===== src/rtl/debug_dump_tx.sv =====
// debug_dump_tx: serialises a debug snapshot (PC, register file and, optionally,
// data memory) into a byte frame for a UART TX FIFO.
// Frame: 0xA5, PC, registers, [memory words], XOR checksum.
// Multi-byte words are sent most significant byte first.
// Build option: define DEBUG_DUMP_MEM_EN to include the data memory section.
module debug_dump_tx #(
    parameter int unsigned SIZE          = 32,
    parameter int unsigned NUM_REGISTERS = 32,
    parameter int unsigned MEM_SIZE      = 64,
    parameter int unsigned ADDR_WIDTH    = $clog2(MEM_SIZE)
) (
    input  logic                          i_clk,
    input  logic                          i_rst,
    input  logic                          i_start,
    input  logic [SIZE-1:0]               i_pc,
    input  logic [NUM_REGISTERS*SIZE-1:0] i_registers_debug,
    output logic [ADDR_WIDTH-1:0]         o_debug_addr,
    input  logic [SIZE-1:0]               i_debug_data,
    input  logic                          i_tx_full,
    output logic [7:0]                    o_tx_data,
    output logic                          o_tx_start,
    output logic                          o_busy,
    output logic                          o_done
);

    localparam int unsigned REG_IDX_W = (NUM_REGISTERS > 1) ? $clog2(NUM_REGISTERS) : 1;
    localparam logic [7:0]  HEADER_BYTE = 8'hA5;

    typedef enum logic [2:0] {
        IDLE,
        HEADER,
        PC,
        REGS,
        CHECKSUM,
        DONE
`ifdef DEBUG_DUMP_MEM_EN
        ,
        MEM_ADDR,
        MEM_BYTES
`endif
    } state_t;

    state_t                 state_q, state_d;
    logic [1:0]             byte_idx_q, byte_idx_d;
    logic [REG_IDX_W-1:0]   reg_idx_q, reg_idx_d;
    logic [31:0]            pc_snap_q, pc_snap_d;
    logic [7:0]             checksum_q, checksum_d;
    logic                   busy_q, busy_d;
    logic                   done_q, done_d;
    logic                   tx_valid_q, tx_valid_d;
    logic [7:0]             tx_data_q, tx_data_d;
    logic                   sent;

`ifdef DEBUG_DUMP_MEM_EN
    logic [ADDR_WIDTH-1:0]  mem_idx_q, mem_idx_d;
    logic [31:0]            mem_word_q, mem_word_d;
    logic                   mem_wait_q, mem_wait_d;
    logic [ADDR_WIDTH-1:0]  debug_addr_q, debug_addr_d;
`else
    logic                   unused_debug_data;
`endif

    // Unpacked view of the flattened register file
    logic [SIZE-1:0] reg_words [NUM_REGISTERS];

    for (genvar k = 0; k < NUM_REGISTERS; k++) begin : g_reg_words
        assign reg_words[k] = i_registers_debug[k*SIZE +: SIZE];
    end

    // Select byte idx of a word, idx 0 being the most significant byte
    function automatic logic [7:0] word_byte(input logic [31:0] word, input logic [1:0] idx);
        return word[{~idx, 3'b000} +: 8];
    endfunction

    // State register and datapath registers
    always_ff @(posedge i_clk or posedge i_rst) begin
        if (i_rst) begin
            state_q      <= IDLE;
            byte_idx_q   <= '0;
            reg_idx_q    <= '0;
            pc_snap_q    <= '0;
            checksum_q   <= '0;
            busy_q       <= 1'b0;
            done_q       <= 1'b0;
            tx_valid_q   <= 1'b0;
            tx_data_q    <= 8'h00;
`ifdef DEBUG_DUMP_MEM_EN
            mem_idx_q    <= '0;
            mem_word_q   <= '0;
            mem_wait_q   <= 1'b0;
            debug_addr_q <= '0;
`endif
        end else begin
            state_q      <= state_d;
            byte_idx_q   <= byte_idx_d;
            reg_idx_q    <= reg_idx_d;
            pc_snap_q    <= pc_snap_d;
            checksum_q   <= checksum_d;
            busy_q       <= busy_d;
            done_q       <= done_d;
            tx_valid_q   <= tx_valid_d;
            tx_data_q    <= tx_data_d;
`ifdef DEBUG_DUMP_MEM_EN
            mem_idx_q    <= mem_idx_d;
            mem_word_q   <= mem_word_d;
            mem_wait_q   <= mem_wait_d;
            debug_addr_q <= debug_addr_d;
`endif
        end
    end

    // Next-state logic; the byte for the state being entered is preloaded into tx_data
    always_comb begin
        state_d      = state_q;
        byte_idx_d   = byte_idx_q;
        reg_idx_d    = reg_idx_q;
        pc_snap_d    = pc_snap_q;
        checksum_d   = checksum_q;
        busy_d       = busy_q;
        done_d       = 1'b0;
        tx_valid_d   = 1'b0;
        tx_data_d    = 8'h00;
`ifdef DEBUG_DUMP_MEM_EN
        mem_idx_d    = mem_idx_q;
        mem_word_d   = mem_word_q;
        mem_wait_d   = 1'b0;
        debug_addr_d = debug_addr_q;
`endif
        sent         = tx_valid_q && !i_tx_full;

        case (state_q)
            IDLE: begin
                if (i_start) begin
                    state_d    = HEADER;
                    pc_snap_d  = 32'(i_pc);
                    checksum_d = 8'h00;
                    busy_d     = 1'b1;
                    byte_idx_d = '0;
                    reg_idx_d  = '0;
`ifdef DEBUG_DUMP_MEM_EN
                    mem_idx_d  = '0;
`endif
                end
            end
            HEADER: begin
                if (sent) begin
                    state_d    = PC;
                    byte_idx_d = '0;
                end
            end
            PC: begin
                if (sent) begin
                    checksum_d = checksum_q ^ tx_data_q;
                    byte_idx_d = byte_idx_q + 2'd1;
                    if (byte_idx_q == 2'd3) begin
                        state_d = REGS;
                    end
                end
            end
            REGS: begin
                if (sent) begin
                    checksum_d = checksum_q ^ tx_data_q;
                    byte_idx_d = byte_idx_q + 2'd1;
                    if (byte_idx_q == 2'd3) begin
                        if (reg_idx_q == REG_IDX_W'(NUM_REGISTERS - 1)) begin
                            reg_idx_d = '0;
`ifdef DEBUG_DUMP_MEM_EN
                            state_d   = MEM_ADDR;
                            mem_idx_d = '0;
`else
                            state_d   = CHECKSUM;
`endif
                        end else begin
                            reg_idx_d = reg_idx_q + REG_IDX_W'(1);
                        end
                    end
                end
            end
`ifdef DEBUG_DUMP_MEM_EN
            MEM_ADDR: begin
                // First cycle lets the synchronous memory read; second latches it
                if (!mem_wait_q) begin
                    mem_wait_d = 1'b1;
                end else begin
                    mem_word_d = 32'(i_debug_data);
                    byte_idx_d = '0;
                    state_d    = MEM_BYTES;
                end
            end
            MEM_BYTES: begin
                if (sent) begin
                    checksum_d = checksum_q ^ tx_data_q;
                    byte_idx_d = byte_idx_q + 2'd1;
                    if (byte_idx_q == 2'd3) begin
                        if (mem_idx_q == ADDR_WIDTH'(MEM_SIZE - 1)) begin
                            state_d = CHECKSUM;
                        end else begin
                            mem_idx_d = mem_idx_q + ADDR_WIDTH'(1);
                            state_d   = MEM_ADDR;
                        end
                    end
                end
            end
`endif
            CHECKSUM: begin
                if (sent) begin
                    state_d = DONE;
                    done_d  = 1'b1;
                    busy_d  = 1'b0;
                end
            end
            DONE: begin
                state_d = IDLE;
            end
            default: begin
                state_d = IDLE;
            end
        endcase

        // Byte offered to the FIFO in the next cycle; held unchanged while stalled
        case (state_d)
            HEADER: begin
                tx_valid_d = 1'b1;
                tx_data_d  = HEADER_BYTE;
            end
            PC: begin
                tx_valid_d = 1'b1;
                tx_data_d  = word_byte(pc_snap_d, byte_idx_d);
            end
            REGS: begin
                tx_valid_d = 1'b1;
                tx_data_d  = word_byte(32'(reg_words[reg_idx_d]), byte_idx_d);
            end
`ifdef DEBUG_DUMP_MEM_EN
            MEM_BYTES: begin
                tx_valid_d = 1'b1;
                tx_data_d  = word_byte(mem_word_d, byte_idx_d);
            end
`endif
            CHECKSUM: begin
                tx_valid_d = 1'b1;
                tx_data_d  = checksum_d;
            end
            default: begin
                tx_valid_d = 1'b0;
            end
        endcase

`ifdef DEBUG_DUMP_MEM_EN
        if (state_d == MEM_ADDR) begin
            debug_addr_d = mem_idx_d;
        end
`endif
    end

    // The write strobe is qualified by the live FIFO-full flag so no byte is written into a full FIFO
    assign o_tx_start = tx_valid_q & ~i_tx_full;
    assign o_tx_data  = tx_data_q;
    assign o_busy     = busy_q;
    assign o_done     = done_q;

`ifdef DEBUG_DUMP_MEM_EN
    assign o_debug_addr = debug_addr_q;
`else
    assign o_debug_addr      = '0;
    assign unused_debug_data = ^i_debug_data;
`endif

endmodule


===== config.mk =====
export PLATFORM = sky130hd
export DESIGN_NAME = debug_dump_tx
export DESIGN_NICKNAME = d
export VERILOG_FILES = /design/src/rtl/debug_dump_tx.sv
export SDC_FILE = /design/constraint.sdc
export NUM_CORES = 1
export LEC_CHECK = 0
export CELL_PAD_IN_SITES_DETAIL_PLACEMENT = 1
export CELL_PAD_IN_SITES_GLOBAL_PLACEMENT = 1
export CORE_AREA = 5 5 425 427
export DETAILED_ROUTE_END_ITERATION = 12
export DIE_AREA = 0 0 430 432
export GPL_ROUTABILITY_DRIVEN = 0
export PLACE_DENSITY_LB_ADDON = 0.1
export SYNTH_ARGS = -nofsm -noshare
export SYNTH_HDL_FRONTEND = slang
export SYNTH_SLANG_ARGS = --single-unit

===== constraint.sdc =====
create_clock -name i_clk -period 4.9 [get_ports i_clk]
set_input_delay 0.98 -clock i_clk [delete_from_list [all_inputs] [get_ports i_clk]]
set_output_delay 0.98 -clock i_clk [all_outputs]
set_load 0.02 [all_outputs]

---- Yosys cells after proc, flatten, opt, wreduce, memory -nomap -nowiden ----
Index checks and enable logic that the tools add are counted.
word-level totals
  register bits ........................... 61
  word-level logic and storage cells ...... 71
cells by class
  shifts and indexed selects .............. 2
  muxes and demuxes ....................... 33
  add/subtract/negate cells ............... 2
  reduce and logical (&&, ||, !) cells .... 7
  equality and inequality tests ........... 12
  bitwise operators ....................... 5
  order comparisons ....................... 1
operators with widths
  cell                                            count
  binary-select mux 32 bit (select 5 bit)         1
  2-to-1 mux 32 bit                               4
  variable part select 32 x 6 -> 8 bit            2
  case mux 8 bit (4 select lines)                 1
  2-to-1 mux 3 bit                                8
  2-to-1 mux 5 bit                                4
  2-to-1 mux 8 bit                                2
  case mux 8 bit (2 select lines)                 1
  case mux 3 bit (5 select lines)                 1
  == test 3 x 2 -> 1 bit (second input constant)  4
  case mux 5 bit (2 select lines)                 1
  bitwise XOR 8 bit                               1
  == test 3 x 1 -> 1 bit (second input constant)  2
  == test 3 bit (second input constant)           2
  >= comparator 6 bit (second input constant)     1
  2-to-1 mux 2 bit                                3
  NOT 5 -> 6 bit                                  1
  case mux 2 bit (3 select lines)                 1
  adder 5 x 1 -> 5 bit (second input constant)    1
  == test 5 bit (second input constant)           1
  2-to-1 mux 1 bit                                5
  inequality test 2 bit (second input constant)   2
  OR reduction 4 bit                              1
  zero test 3 bit                                 1
  11 further kinds                                11

---- Longest topological paths before layout ----
Gate-level depths: netlist of run 1.
  depth after elaboration ................. 11
  depth in mapped cells ................... 19
  mapped depth without buffers ............ 14

---- Worst setup path after synthesis of run 1 ----
Ideal clock, no wire load.
  kind .................................... in2reg
  start point ............................. input port i_start
  end point ............................... register tx_data_q[4] (netlist: o_tx_data[4])
  data required time ...................... 4779 ps
  data arrival time ....................... 3701 ps
  path buffers ............................ 2
  stages .................................. 12
  slack ................................... 1078 ps
  cell sequence ........................... or4b_1 -> buf_2 -> nand3_2 -> and3_1 -> buf_6 -> mux4_2 -> a221o_1 -> a211oi_1 -> nor4_1 -> o311a_1 -> a41o_1 -> a22o_1
on the way
  word-level cells in the longest chain between the ends .. 8
  elaborated cells between the ends (all ways) .. 22
  classes of those cells .................. eq/ne: 4; shift: 2; mux: 14; bitwise: 2
ends and longest elaborated chain
  element                                               RTL line  text
  start, declared                                       14        input logic i_start,
  2-to-1 mux 5 bit                                      133       if (i_start) begin
  case mux 5 bit (2 select lines)                       131       case (state_q)
  NOT 5 -> 6 bit (not written as such)                  232       tx_data_d = word_byte(32'(reg_words[reg_idx_d]), byte_idx_d);
  binary-select mux 32 bit (select 5 bit)               232
  2-to-1 mux 32 bit (not written as such) (2 in a row)  232
  variable part select 32 x 6 -> 8 bit                  72        return word[{~idx, 3'b000} +: 8];
  case mux 8 bit (4 select lines) *                     221       case (state_d)
  via tx_data_d[4]                                      51        logic [7:0] tx_data_q, tx_data_d;
  end signal, assigned                                  102       tx_data_q <= tx_data_d;
  end, declared                                         51
The timed path passes the listed nets; every way through them passes the cells marked *. The select of a mux whose other input is x is not followed.
A chain may end at the register's enable or synchronous reset.

---- Worst setup path after layout of run 1 ----
  start point ............................. input port i_start
  end point ............................... register tx_data_q[6] (netlist: o_tx_data[6])
The elaborated chain is that of the path after synthesis.

==> metrics.txt, run 1 <==
# TYPE chip_impl_metric gauge
chip_impl_metric{name="finalWirelength",unit="mm"} 183
chip_impl_metric{name="fmaxAchievable",unit="MHz"} 213
chip_impl_metric{name="timing.critical_path.arrival",unit="ns"} 4.91
chip_impl_metric{name="timing.hold.ws",unit="ns"} 0.467
chip_impl_metric{name="dr_total_vias",unit=""} 22036
chip_impl_metric{name="cts_inserted_buffers",unit=""} 9
chip_impl_metric{name="route.antenna.remaining_nets",unit=""} 0
chip_impl_metric{name="post-route-min-period",unit="ns"} 4.69
chip_impl_metric{name="synthCells",unit=""} 2244
chip_impl_metric{name="slew-limit-headroom",unit=""} 0.133
chip_impl_metric{name="initial_utilization",unit=""} 0.0729
chip_impl_metric{name="final.setup_skew",unit="ns"} 0.00576
chip_impl_metric{name="pin_count",unit=""} 1109
chip_impl_metric{name="clk_pin_slew",unit="ns"} 0.06
chip_impl_metric{name="yosys_warnings",unit=""} 0
chip_impl_info{name="end_kind",value="flop"} 1
chip_impl_metric{name="cts.path.max_buffers",unit=""} 2
chip_impl_metric{name="critPathRequiredTime",unit="ns"} 5.12
chip_impl_info{name="run_status",value="finished, final reports clean"} 1
chip_impl_metric{name="synth_enable_flop_cells",unit=""} 0
chip_impl_metric{name="pwr_density_cell",unit="mW/mm²"} 514
chip_impl_metric{name="leakage_power_of_the_design",unit="µW"} 0.0114
chip_impl_metric{name="design.final.nets",unit=""} 4543
chip_impl_metric{name="core",unit="mm²"} 0.176
chip_impl_info{name="cts_tree",value="yes"} 1
chip_impl_metric{name="port_buffers",unit=""} 1070
chip_impl_metric{name="first_global_vias",unit=""} 23913
chip_impl_info{name="worst_r2r_endpoint",value="o_tx_data[7]$_DFF_PP0_"} 1
chip_impl_info{name="timing.rr.start",value="reg_idx_q[0]$_DFF_PP0_"} 1
chip_impl_metric{name="postSynthAreaPerCell",unit="µm²"} 5.71
chip_impl_metric{name="synthesis.area",unit="mm²"} 0.0128
chip_impl_metric{name="ys_seq_elements",unit=""} 61
chip_impl_metric{name="pre_cts_ws",unit="ns"} -0.551
chip_impl_info{name="worstSetupPathType",value="in -> reg"} 1
chip_impl_metric{name="synth_cell_types",unit=""} 62
chip_impl_metric{name="timing_hold_violations_final",unit=""} 0
chip_impl_metric{name="worst-slew-pin-transition",unit="ns"} 1.29
chip_impl_info{name="worstHoldEndpoint",value="pc_snap_q[5]$_DFF_PP0_"} 1
chip_impl_metric{name="grt_first_pass_wirelength",unit="mm"} 233
chip_impl_metric{name="wire_per_inst",unit="µm"} 31.3
chip_impl_metric{name="rr_worst_depth",unit=""} 17
chip_impl_info{name="hp-start",value="pc_snap_q[5]$_DFF_PP0_"} 1
chip_impl_metric{name="post_drt_via_cell_ratio",unit=""} 3.77
chip_impl_info{name="clock_tree.root_cell",value="sky130_fd_sc_hd__clkbuf_16"} 1
chip_impl_metric{name="power.ir.vdd_worst",unit="mV"} 0.197
chip_impl_metric{name="drt_drc_violations_left",unit=""} 0
chip_impl_metric{name="ff2ff_setup_slack",unit="ns"} 0.28
chip_impl_metric{name="worstHoldPathCells",unit=""} 2
chip_impl_info{name="startpoint_type",value="input pin"} 1
chip_impl_info{name="rsz0062_at_grt",value="no"} 1
chip_impl_metric{name="cap_viol_max_count",unit=""} 0
chip_impl_metric{name="antenna_found_initial",unit=""} 140
chip_impl_metric{name="dr.pass1.iters",unit=""} 4
chip_impl_metric{name="period_share",unit=""} 0.957
chip_impl_metric{name="seq_total_area_yosys",unit=""} 0.119
chip_impl_metric{name="layout_setup_ws",unit="ns"} 0.209
chip_impl_metric{name="clock_sink_count",unit=""} 61
chip_impl_metric{name="detailedRoute.firstIterationViolations",unit=""} 1220
chip_impl_metric{name="utilization",unit=""} 0.166
chip_impl_info{name="mostFrequentLayoutCells",value="1,069 x sky130_fd_sc_hd__clkdlybuf4s50_1, 870 x sky130_fd_sc_hd__nand2_1, 337 x sky130_fd_sc_hd__nand3_1"} 1
chip_impl_metric{name="area_growth_syn_to_layout",unit="%"} 128
chip_impl_info{name="ys.flop_type",value="sky130_fd_sc_hd__dfrtp_1"} 1
chip_impl_metric{name="final-max-slew-violation-count",unit=""} 0
chip_impl_metric{name="clock_insertion_delay_worst_skew",unit="ns"} 0.33
chip_impl_info{name="min_path_type",value="reg -> reg"} 1
chip_impl_info{name="layout_commonest_cell",value="sky130_fd_sc_hd__clkdlybuf4s50_1"} 1
chip_impl_metric{name="worstPathMaxFanout",unit=""} 21
chip_impl_metric{name="floorplan.die_area",unit="mm²"} 0.186
chip_impl_metric{name="synthArstFlopShare",unit=""} 1.00
chip_impl_metric{name="grt-ovfl-total",unit=""} 0
chip_impl_metric{name="die_width",unit="µm"} 430
chip_impl_metric{name="setup_viol",unit=""} 0
chip_impl_metric{name="gr-usage-all-layers",unit=""} 0.186
chip_impl_metric{name="dp.final_hpwl",unit="mm"} 160
chip_impl_metric{name="floorplan.rows",unit=""} 154
chip_impl_metric{name="die-height",unit="µm"} 432
chip_impl_metric{name="drive_gt1_frac",unit=""} 0.120
chip_impl_metric{name="grt_start_max_net_pins",unit=""} 69
chip_impl_metric{name="htreeDepth",unit=""} 3
-- cell families (layout without fill, tap and decap cells) --
logic type | count (synthesis) | in the layout | share of synthesized area
AO/OA/AOI/OAI | 420 | 420 | 0.228
adder cells (fa/ha/maj) | 4 | 4 | 0.00391
buffers and inverters | 271 | 1474 | 0.0924
flip-flops | 61 | 61 | 0.119
multiplexers | 79 | 79 | 0.0833
other | 1 | 53 | 0.000293
AND/OR/NAND/NOR | 1408 | 1408 | 0.473
-- cell usage after synthesis (3+ instances only) --
library cell	count	area [µm²]
sky130_fd_sc_hd__nand2_1	870	3270
sky130_fd_sc_hd__nand3_1	339	1700
sky130_fd_sc_hd__a31oi_1	112	701
sky130_fd_sc_hd__clkbuf_1	110	413
sky130_fd_sc_hd__nor2_1	66	248
sky130_fd_sc_hd__o21ai_0	65	325
sky130_fd_sc_hd__buf_2	64	320
sky130_fd_sc_hd__dfrtp_1	61	1530
sky130_fd_sc_hd__and3_1	60	375
sky130_fd_sc_hd__a311oi_1	58	508
sky130_fd_sc_hd__mux2i_1	56	561
sky130_fd_sc_hd__inv_1	44	165
sky130_fd_sc_hd__a211oi_1	43	323
sky130_fd_sc_hd__a21oi_1	33	165
sky130_fd_sc_hd__buf_1	29	109
sky130_fd_sc_hd__nand4_1	26	163
sky130_fd_sc_hd__mux4_2	22	495
sky130_fd_sc_hd__buf_4	19	143
sky130_fd_sc_hd__o2111ai_1	16	140
sky130_fd_sc_hd__nor3_1	14	70.1
sky130_fd_sc_hd__a2111oi_0	12	105
sky130_fd_sc_hd__o22ai_1	12	75.1
sky130_fd_sc_hd__nor4_1	11	68.8
sky130_fd_sc_hd__o211ai_1	11	82.6
sky130_fd_sc_hd__a32oi_1	10	87.6
sky130_fd_sc_hd__a22oi_1	9	67.6
sky130_fd_sc_hd__o221ai_1	6	52.6
sky130_fd_sc_hd__o22a_1	5	43.8
sky130_fd_sc_hd__a2bb2oi_1	4	35.0
sky130_fd_sc_hd__and2_1	4	25.0
sky130_fd_sc_hd__ha_1	4	50.1
sky130_fd_sc_hd__nor2b_1	4	25.0
sky130_fd_sc_hd__o31ai_1	4	30.0
sky130_fd_sc_hd__o41ai_1	3	26.3
-- worst max-delay path: stages --
cell and delay, ns:
sky130_fd_sc_hd__clkdlybuf4s50_1 0.48, sky130_fd_sc_hd__or4b_1 0.49, sky130_fd_sc_hd__buf_4 0.19, sky130_fd_sc_hd__nand3_1 0.08
sky130_fd_sc_hd__and3_4 0.28, sky130_fd_sc_hd__inv_8 0.15, sky130_fd_sc_hd__buf_12 0.23, sky130_fd_sc_hd__buf_4 0.21
sky130_fd_sc_hd__nand2_1 0.08, sky130_fd_sc_hd__nand3_1 0.07, sky130_fd_sc_hd__and3_1 0.18, sky130_fd_sc_hd__a31oi_1 0.47
sky130_fd_sc_hd__o22ai_1 0.33, sky130_fd_sc_hd__o31a_1 0.37, sky130_fd_sc_hd__a32o_1 0.24
-- routing by layer --
layer | vias up | track usage | wire [µm]
met5 | - | 0.00154 | 404
met4 | 60 | 0.0360 | 2320
met3 | 169 | 0.0442 | 9780
met2 | 657 | 0.343 | 95800
met1 | 10708 | 0.220 | 74600
li1 | 10442 | - | -
-- per-stage QoR --
stage	power (µW)	cells	instance area (µm²)	setup TNS (ns)
after floorplan	6640	2249	12800	0
after global placement	14800	5773	28800	-2.14
after detailed placement	14800	5773	28800	-2.29
after CTS	15500	5790	29100	0
after global routing	16200	5821	29200	0
final	15000	5839	29200	0
-- power by group --
part | switching [µW] | internal [µW]
Sequential | 112 | 721
Clock | 241 | 371
Combinational | 8180 | 5380
Total | 8530 | 6470
-- what timing repair did --
item,in CTS,in global routing
endpoints found under the hold margin,0,0
hold buffers,0,0
pin swaps,1,3
setup endpoints to repair,2,5
gates resized for setup,1,6
setup buffers,1,2
-- area by class of cell --
class / instances / area (µm²)
Fill cell: 21176 / 147000
Timing Repair Buffer: 1411 / 13900
Multi-Input combinational cell: 1917 / 10300
Tap cell: 2340 / 2930
Sequential cell: 61 / 1530
Clock buffer: 15 / 268
Inverter: 47 / 196
Antenna cell: 47 / 118
Clock inverter: 1 / 5.00
-- state kept, by name, indices dropped and copies added, names as in the netlist --
register    cells
pc_snap_q      32
checksum_q      8
o_tx_data       8
reg_idx_q       5
state_q         3
byte_idx_q      2
o_busy          1
o_done          1
tx_valid_q      1
-- how the worst max path moves through the flow --
stage,from,endpoint,cells past startpoint
floorplan,i_start,o_tx_data[4]$_DFF_PP0_,12
global placement,i_tx_full,o_tx_data[0]$_DFF_PP0_,16
detailed placement,i_tx_full,o_tx_data[0]$_DFF_PP0_,16
CTS,i_tx_full,o_tx_data[7]$_DFF_PP0_,16
global route,i_start,o_tx_data[6]$_DFF_PP0_,17
finish,i_start,o_tx_data[6]$_DFF_PP0_,15
Power figures use the tool's default switching activity.
==> inputs of run 2 (changes only) <==
Settings changed: MAX_ROUTING_LAYER set to met4.
==> metrics.txt, run 2 (synthesis results as in run 1) <==
# TYPE chip_impl_metric gauge
chip_impl_info{name="worstSetupPathType",value="in -> reg"} 1
chip_impl_metric{name="max_reg_flops",unit=""} 32
chip_impl_metric{name="power.ir.vdd_worst",unit="mV"} 0.197
chip_impl_metric{name="critPathRequiredTime",unit="ns"} 5.10
chip_impl_metric{name="final-max-slew-violation-count",unit=""} 0
chip_impl_metric{name="dr_total_vias",unit=""} 22027
chip_impl_metric{name="cap_viol_max_count",unit=""} 0
chip_impl_info{name="clock_tree.root_cell",value="sky130_fd_sc_hd__clkbuf_16"} 1
chip_impl_info{name="worst_r2r_endpoint",value="o_tx_data[0]$_DFF_PP0_"} 1
chip_impl_metric{name="port_buffers",unit=""} 1070
chip_impl_metric{name="drive_gt1_frac",unit=""} 0.120
chip_impl_metric{name="timing.critical_path.arrival",unit="ns"} 4.90
chip_impl_metric{name="wire_per_inst",unit="µm"} 31.1
chip_impl_info{name="startpoint_type",value="input pin"} 1
chip_impl_metric{name="fmaxAchievable",unit="MHz"} 213
chip_impl_metric{name="clock_sink_count",unit=""} 61
chip_impl_metric{name="finalWirelength",unit="mm"} 183
chip_impl_metric{name="slowest_delay",unit="ns"} 1.04
chip_impl_info{name="path_cells",value="clkdlybuf4s50_1, or4b_1, nand3_2, and3_4, buf_4, buf_12, nand3_1, and3_1, a311oi_1, nor3_1, nor4_1, a211oi_1"} 1
chip_impl_info{name="run_status",value="finished, final reports clean"} 1
chip_impl_metric{name="die_width",unit="µm"} 430
chip_impl_metric{name="met2WireLength",unit="mm"} 95.8
chip_impl_metric{name="floorplan.die_area",unit="mm²"} 0.186
chip_impl_info{name="largest-register",value="pc_snap_q"} 1
chip_impl_info{name="rsz0062_at_grt",value="no"} 1
chip_impl_info{name="layout_commonest_cell",value="sky130_fd_sc_hd__clkdlybuf4s50_1"} 1
chip_impl_info{name="worstHoldEndpoint",value="pc_snap_q[5]$_DFF_PP0_"} 1
chip_impl_metric{name="pwr_density_cell",unit="mW/mm²"} 511
chip_impl_metric{name="route.layer.met1.wl",unit="mm"} 75.1
chip_impl_metric{name="finalPower",unit="µW"} 15000
chip_impl_metric{name="gr-usage-all-layers",unit=""} 0.192
chip_impl_metric{name="drt_drc_violations_left",unit=""} 0
chip_impl_metric{name="floorplan.rows",unit=""} 154
chip_impl_metric{name="worstPathBufferInverterCount",unit=""} 3
chip_impl_metric{name="final.setup_skew",unit="ns"} 0.00521
chip_impl_metric{name="dp.final_hpwl",unit="mm"} 160
chip_impl_metric{name="core",unit="mm²"} 0.176
chip_impl_metric{name="detailedRoute.firstIterationViolations",unit=""} 1027
chip_impl_metric{name="first_global_vias",unit=""} 23961
chip_impl_info{name="min_path_type",value="reg -> reg"} 1
chip_impl_metric{name="design.final.nets",unit=""} 4543
chip_impl_info{name="timing.rr.start",value="reg_idx_q[0]$_DFF_PP0_"} 1
chip_impl_metric{name="grt-ovfl-total",unit=""} 0
chip_impl_metric{name="post-route-min-period",unit="ns"} 4.69
chip_impl_info{name="highest_layer",value="met4"} 1
chip_impl_metric{name="clk_pin_slew",unit="ns"} 0.05
chip_impl_metric{name="dr.pass1.iters",unit=""} 4
chip_impl_info{name="hp-start",value="pc_snap_q[5]$_DFF_PP0_"} 1
chip_impl_info{name="end_kind",value="flop"} 1
chip_impl_metric{name="ff2ff_setup_slack",unit="ns"} 0.37
chip_impl_metric{name="pin_count",unit=""} 1109
chip_impl_metric{name="period_share",unit=""} 0.958
chip_impl_metric{name="worstHoldPathCells",unit=""} 2
chip_impl_metric{name="grt_start_max_net_pins",unit=""} 69
chip_impl_metric{name="finalSetupTns",unit="ns"} 0
chip_impl_metric{name="worstPathMaxFanout",unit=""} 25
chip_impl_metric{name="htreeDepth",unit=""} 3
chip_impl_info{name="cts_tree",value="yes"} 1
chip_impl_metric{name="post_drt_via_cell_ratio",unit=""} 3.74
chip_impl_metric{name="cts_inserted_buffers",unit=""} 9
chip_impl_metric{name="setup_viol",unit=""} 0
chip_impl_metric{name="area_growth_syn_to_layout",unit="%"} 129
chip_impl_metric{name="grt_first_pass_wirelength",unit="mm"} 233
chip_impl_metric{name="clock_insertion_delay_worst_skew",unit="ns"} 0.33
chip_impl_metric{name="cts.path.max_buffers",unit=""} 2
chip_impl_info{name="critical_path.slowest_cell",value="sky130_fd_sc_hd__a311oi_1"} 1
chip_impl_metric{name="slew-limit-headroom",unit=""} 0.0623
chip_impl_info{name="mostFrequentLayoutCells",value="1,069 x sky130_fd_sc_hd__clkdlybuf4s50_1, 870 x sky130_fd_sc_hd__nand2_1, 337 x sky130_fd_sc_hd__nand3_1"} 1
chip_impl_metric{name="leakage_power_of_the_design",unit="µW"} 0.0114
chip_impl_metric{name="die-height",unit="µm"} 432
chip_impl_metric{name="rr_worst_depth",unit=""} 17
chip_impl_metric{name="antenna_found_initial",unit=""} 144
chip_impl_metric{name="timing_hold_violations_final",unit=""} 0
chip_impl_info{name="crit_family",value="simple AND/OR/NAND/NOR gates"} 1
chip_impl_metric{name="route.antenna.remaining_nets",unit=""} 0
chip_impl_metric{name="initial_utilization",unit=""} 0.0729
chip_impl_metric{name="routed-wl-met3",unit="mm"} 9.47
chip_impl_metric{name="worst-slew-pin-transition",unit="ns"} 1.40
==> run 2: per-stage QoR <==
stage | utilization | setup WS [ns] | hold slack [ns] | instance area, µm² | std cells
after CTS | 0.165 | 0.0123 | 0.471 | 29100 | 5790
final | 0.167 | 0.206 | 0.467 | 29300 | 5885
after detailed placement | 0.164 | -0.551 | 0.457 | 28800 | 5773
after floorplan | - | 1.08 | 0.433 | 12800 | 2249
after global routing | 0.167 | 0.00621 | 0.491 | 29300 | 5877
after global placement | 0.164 | -0.510 | 0.452 | 28800 | 5773
==> run 2: routing by layer <==
metal | up-vias | GRT usage
li1 | 10533 | -
met1 | 10750 | 0.222
met2 | 632 | 0.343
met3 | 112 | 0.0408
met4 | 0 | 0.0367
met5 | - | -
==> run 2: repair_timing <==
item | CTS | global route
endpoints found under the setup margin | 2 | 5
pin swaps | 1 | 3
gates resized for setup | 1 | 7
hold buffers | 0 | 0
buffers inserted | 1 | 2
==> run 2: how the worst max path moves through the flow <==
stage / endpoint / start / cells past startpoint
global placement: o_tx_data[0]$_DFF_PP0_ / i_tx_full / 16
global route: o_tx_data[6]$_DFF_PP0_ / i_start / 17
CTS: o_tx_data[7]$_DFF_PP0_ / i_tx_full / 16
finish: o_tx_data[0]$_DFF_PP0_ / i_start / 12
floorplan: o_tx_data[4]$_DFF_PP0_ / i_start / 12
detailed placement: o_tx_data[0]$_DFF_PP0_ / i_tx_full / 16
==> run 2: cell type report <==
class | instances | area [µm²]
multi-input cells | 1917 | 10300
well taps | 2340 | 2930
repair buffers | 1411 | 13900
inverters | 47 | 196
diodes | 93 | 233
flip-flops and latches | 61 | 1530
clock inverters | 1 | 5.00
clock buffers | 15 | 268
fillers | 21200 | 146000
==> run 2: tightest hold or removal path, cell delays in order, from the launching register on <==
cell	delay, ns
sky130_fd_sc_hd__dfrtp_1	0.32
sky130_fd_sc_hd__nand2_1	0.06
sky130_fd_sc_hd__nand2_1	0.06
==> run 2: where the power goes <==
part / leakage, µW / internal, µW / switching [µW]
clock: 0.000135 / 370 / 242
combinational: 0.0106 / 5380 / 8160
sequential: 0.000747 / 721 / 114
total: 0.0114 / 6470 / 8520
